File: src/rtl/truth_table_sweeper.sv
// Sweeps all 2**N_IN vectors into a function-under-test, DWELL cycles each; done registers 2**N_IN*DWELL+1 cycles after start.
// No backpressure: start is taken only in IDLE and dropped otherwise. SWEEP_MISMATCH_EN adds the mismatch_cnt output.
module truth_table_sweeper #(
   parameter int                  N_IN     = 4,
   parameter int                  DWELL    = 2,
   parameter logic [2**N_IN-1:0]  EXPECTED = '0
) (
   input  logic                clk,
   input  logic                rst_n,
   input  logic                start,
   input  logic                f_in,
   output logic [N_IN-1:0]     vec_out,
   output logic                busy,
   output logic                done,
   output logic [2**N_IN-1:0]  table_out,
   output logic                match
`ifdef SWEEP_MISMATCH_EN
   ,
   output logic [N_IN:0]       mismatch_cnt
`endif
);

   localparam int NV = 2**N_IN;
   localparam int DW = (DWELL > 1) ? $clog2(DWELL) : 1;

   if (DWELL < 1) begin : g_bad_dwell
      $error("truth_table_sweeper: DWELL must be at least 1");
   end

   typedef enum logic [1:0] {S_IDLE, S_SETTLE, S_DONE} state_t;

   state_t          state_q, state_d;
   logic [N_IN-1:0] idx_q, idx_d;
   logic [DW-1:0]   dwell_q, dwell_d;
   logic [NV-1:0]   table_q, table_d;
   logic            done_q, done_d;
   logic            match_q, match_d;

`ifdef SWEEP_MISMATCH_EN
   logic [N_IN:0]   mism_q, mism_d;
   logic [N_IN:0]   popcnt;
   logic [NV-1:0]   diff;

   always_comb begin
      diff   = table_q ^ EXPECTED;
      popcnt = '0;
      for (int i = 0; i < NV; i++) begin
         popcnt = popcnt + {{N_IN{1'b0}}, diff[i]};
      end
   end
`endif

   always_comb begin
      state_d = state_q;
      idx_d   = idx_q;
      dwell_d = dwell_q;
      table_d = table_q;
      done_d  = 1'b0;
      match_d = match_q;
`ifdef SWEEP_MISMATCH_EN
      mism_d  = mism_q;
`endif
      case (state_q)
         S_IDLE: begin
            if (start) begin
               state_d = S_SETTLE;
               idx_d   = '0;
               dwell_d = DW'(DWELL - 1);
               table_d = '0;
               match_d = 1'b0;
`ifdef SWEEP_MISMATCH_EN
               mism_d  = '0;
`endif
            end
         end
         S_SETTLE: begin
            if (dwell_q != '0) begin
               dwell_d = dwell_q - 1'b1;
            end else begin
               // Last cycle of the dwell window: the FUT output has had DWELL cycles to settle.
               table_d[idx_q] = f_in;
               if (idx_q == {N_IN{1'b1}}) begin
                  state_d = S_DONE;
               end else begin
                  idx_d   = idx_q + 1'b1;
                  dwell_d = DW'(DWELL - 1);
               end
            end
         end
         S_DONE: begin
            state_d = S_IDLE;
            done_d  = 1'b1;
            match_d = (table_q == EXPECTED);
`ifdef SWEEP_MISMATCH_EN
            mism_d  = popcnt;
`endif
         end
         default: state_d = S_IDLE;
      endcase
   end

   always_ff @(posedge clk or negedge rst_n) begin
      if (!rst_n) begin
         state_q <= S_IDLE;
         idx_q   <= '0;
         dwell_q <= '0;
         table_q <= '0;
         done_q  <= 1'b0;
         match_q <= 1'b0;
`ifdef SWEEP_MISMATCH_EN
         mism_q  <= '0;
`endif
      end else begin
         state_q <= state_d;
         idx_q   <= idx_d;
         dwell_q <= dwell_d;
         table_q <= table_d;
         done_q  <= done_d;
         match_q <= match_d;
`ifdef SWEEP_MISMATCH_EN
         mism_q  <= mism_d;
`endif
      end
   end

   // Vector drive is decoded from state so an async reset clears it in the same cycle.
   assign vec_out   = (state_q == S_SETTLE) ? idx_q : '0;
   assign busy      = (state_q == S_SETTLE);
   assign done      = done_q;
   assign table_out = table_q;
   assign match     = match_q;
`ifdef SWEEP_MISMATCH_EN
   assign mismatch_cnt = mism_q;
`endif

endmodule
File: config.mk
export PLATFORM = sky130hd
export DESIGN_NAME = truth_table_sweeper
export DESIGN_NICKNAME = d
export VERILOG_FILES = /design/src/rtl/truth_table_sweeper.sv
export SDC_FILE = /design/constraint.sdc
export NUM_CORES = 1
export LEC_CHECK = 0
export BUFFER_PORTS_ARGS = -buffer_cell sky130_fd_sc_hd__buf_2
export CORE_UTILIZATION = 57
export CTS_BUF_LIST = sky130_fd_sc_hd__clkbuf_16
export DETAILED_ROUTE_END_ITERATION = 10
export PLACE_DENSITY = 0.92
export SLEW_MARGIN = 20
export SYNTH_ARGS = -nofsm -noshare
export SYNTH_HDL_FRONTEND = slang
export SYNTH_SLANG_ARGS = --single-unit
File: constraint.sdc
create_clock -name clk -period 2.7 [get_ports clk]
set_input_delay 0.135 -clock clk [delete_from_list [all_inputs] [get_ports clk]]
set_output_delay 0.135 -clock clk [all_outputs]
set_load 0.01 [all_outputs]
==> qor.yml <==
global_route:
  antenna_found_initial: 0
  grt_first_pass_wirelength_mm: 4.97
  grt_max_degree: 26
  grt-ovfl-total: 0
  grt_usage_pct: 27.1
  grt_pass1_vias: 1093
worst_setup_path:
  critPathMaxStageDelay_ns: 0.42
  required_ns: 2.84
  rr_endpoint: "idx_q[0]"
  r2r_start: "state_q[0]"
  worstSetupEndpointType: "flip-flop"
  cp_slowest_cell: "a21o_1"
  worstPathBufferInverterCount: 0
  crit_family: "compound AO/OA/AOI/OAI gates"
  path_max_fanout: 19
  critPathLaunchType: "flip-flop"
  r2r.worst_path.cells: 4
  r2r_slack_ns: 1.02
  critical_path.cell_chain: "nand2b_1 > a21o_1 > nand2b_4 > mux2_1"
  crit_type: "flip-flop to flip-flop"
  worst_ep_arrival_time_ns: 1.82
synthesis:
  syn_area_sq_um: 1250
  yosys.cell_types.count: 25
  async_flop_share_pct: 100
  yosys.area.top_type: "dfrtp_1"
  synth_seq_area_share_pct: 50.0
  synth-seq-cells: 25
  synthTopCellsByCount: "34 x o21ai_0, 25 x dfrtp_1, 16 x a21oi_1, 11 x nand2_1"
  syn-mean-instance-area_sq_um: 9.20
  synth_cells: 136
  synth_top_area_share_pct: 50.0
  synth_most_common_cell: "o21ai_0"
  yosys_warnings: 0
  synth-edff-count: 0
  synth_ff_type: "dfrtp_1"
  synthTopCellsByArea: "dfrtp_1 50%, o21ai_0 14%, a21oi_1 6.4%"
  synth_nets: 144
power:
  ir_worst_vdd_uv: 746
  p_leak_uw: 0.000735
  power_density_nw_per_um2: 1240
  fin_total_pwr_uw: 1830
sta:
  setup_ws_ns: 1.02
  rsz0062_at_grt: "no"
  tightest_slew_ns: 0.538
  fmaxAchievable_ghz: 0.597
  min_period_ns: 1.68
  slew_headroom_pct: 64.1
  setup_violations: 0
  report.final.hold_viol_count: 0
  setup_tns_ns: 0
  whs_ns: 0.255
  period_share_pct: 62.1
  fin_skew_ns: 0.00337
  drv_slew: 0
floorplanning:
  die_h_microns: 48.9
  ios: 27
  core_sq_um: 2020
  die-area_sq_um: 2390
  rows: 16
  die_x_microns: 48.9
  initial_core_util_pct: 61.9
hold_path:
  min_from: "start"
  hp-class: "primary input to flip-flop"
  worstHoldEndpoint: "match"
  hold-path-cell-count: 4
placed_design:
  dp_slack_ns: 1.04
  post-dp-hpwl_mm: 2.04
  gp_congestion: 0.925
  portBuffers: 26
cts:
  cts_num_sinks: 25
  clockRootBuffer: "clkbuf_16"
  cts_resized: 0
  cts-htree-levels: 1
  cts_setup_buffers: 0
  cts_tree: "yes"
  clk_pin_slew_ns: 0.06
  cts_buffers: 3
  clk_latency_ns: 0.26
  cts_max_path_buffers: 2
final_layout:
  multi_input_area_sq_um: 576
  n_fill_cell: 157
  regArea_sq_um: 626
  area_delta_synth_final_pct: 17.7
  layout.nets: 169
  drive_gt1_share_pct: 20.6
  antennaDiodeCount: 0
  fin_util_pct: 72.8
drt:
  routed_wl_mm: 2.84
  first_iter_violations: 49
  drc: 0
  vias: 1129
  ant_nets: 0
  wl_per_cell_microns: 15.2
  vias_per_cell: 6.04
  drt_pass1_iterations: 4
status:
  status: "finished clean"
run:
  max-cap-violations: 0
==> cell usage in the layout, fill, tap and decap left out, drive strengths merged <==
master and count:
a211o 1, a21o 1, a21oi 16, a221o 1, and2 3, buf 27
clkbuf 3, dfrtp 25, dlygate4sd3 1, ha 4, inv 4, mux2 1
mux2i 1, nand2 11, nand2b 6, nand3 3, nor2 6, nor2b 3
nor3b 2, nor4 5, nor4b 1, o21ai 34, or2 1
==> worst reg2reg max path: stages (launching register included) <==
cell      delay [ns]
dfrtp_1         0.41
nand2b_1        0.13
a21o_1          0.42
nand2b_4        0.27
mux2_1          0.33
==> timing repair <==
item	CTS	global route
hold endpoints to repair	25	0
hold buffers	1	0
setup endpoints to repair	0	0
==> sequential cells by signal, summed over array words and instances (netlist names) <==
register   count
idx_q          4
dwell_q        1
table_out     16
done           1
state_q        2
match          1
==> stage by stage <==
stage | instance area (sq um) | std cells
global route | 1470 | 187
global placement | 1380 | 182
detailed placement | 1380 | 182
finish | 1470 | 187
floorplan | 1250 | 136
CTS | 1470 | 187
==> routing by layer <==
layer  track usage (%)  up-vias  wire, microns
met3              4.05        9            186
met2              45.8       60           1380
met5                 0        -              0
li1                  -      528              -
met4              10.3        0             61
met1              35.2      532           1210
==> where the power goes <==
part           switching, uW  internal (uW)
Combinational            520            341
Clock                    123            198
Sequential               142            502
==> how the worst max path moves through the flow <==
stage	endpoint	slack, ns	start	cells past startpoint
2_1_floorplan	idx_q[0]	1.15	idx_q[0]	6
4_1_cts	idx_q[0]	1.03	dwell_q	4
3_5_place_dp	idx_q[0]	1.04	dwell_q	4
3_3_place_gp	idx_q[0]	1.12	dwell_q	4
5_1_grt	idx_q[0]	0.90	state_q[0]	4
6_report	idx_q[0]	1.02	state_q[0]	4
==> layout make-up <==
class	instances	area share, %
repair buffers	28	10.0
inverters	3	0.765
clock inverters	1	0.255
well taps	27	2.29
flip-flops and latches	25	42.5
multi-input cells	100	39.1
clock buffers	3	5.10
==> kinds of logic (layout without fill, tap and decap cells) <==
group	count (synthesis)	after routing	share of synthesized area, %
muxes	2	2	1.70
adders and majority gates	4	4	4.00
and+or+nand+nor	41	41	18.2
AOI/OAI and AO/OA	53	53	22.1
buffers and inverters	11	35	4.00
DFF	25	25	50.0
Note: power is estimated with default switching activity, not from simulation.
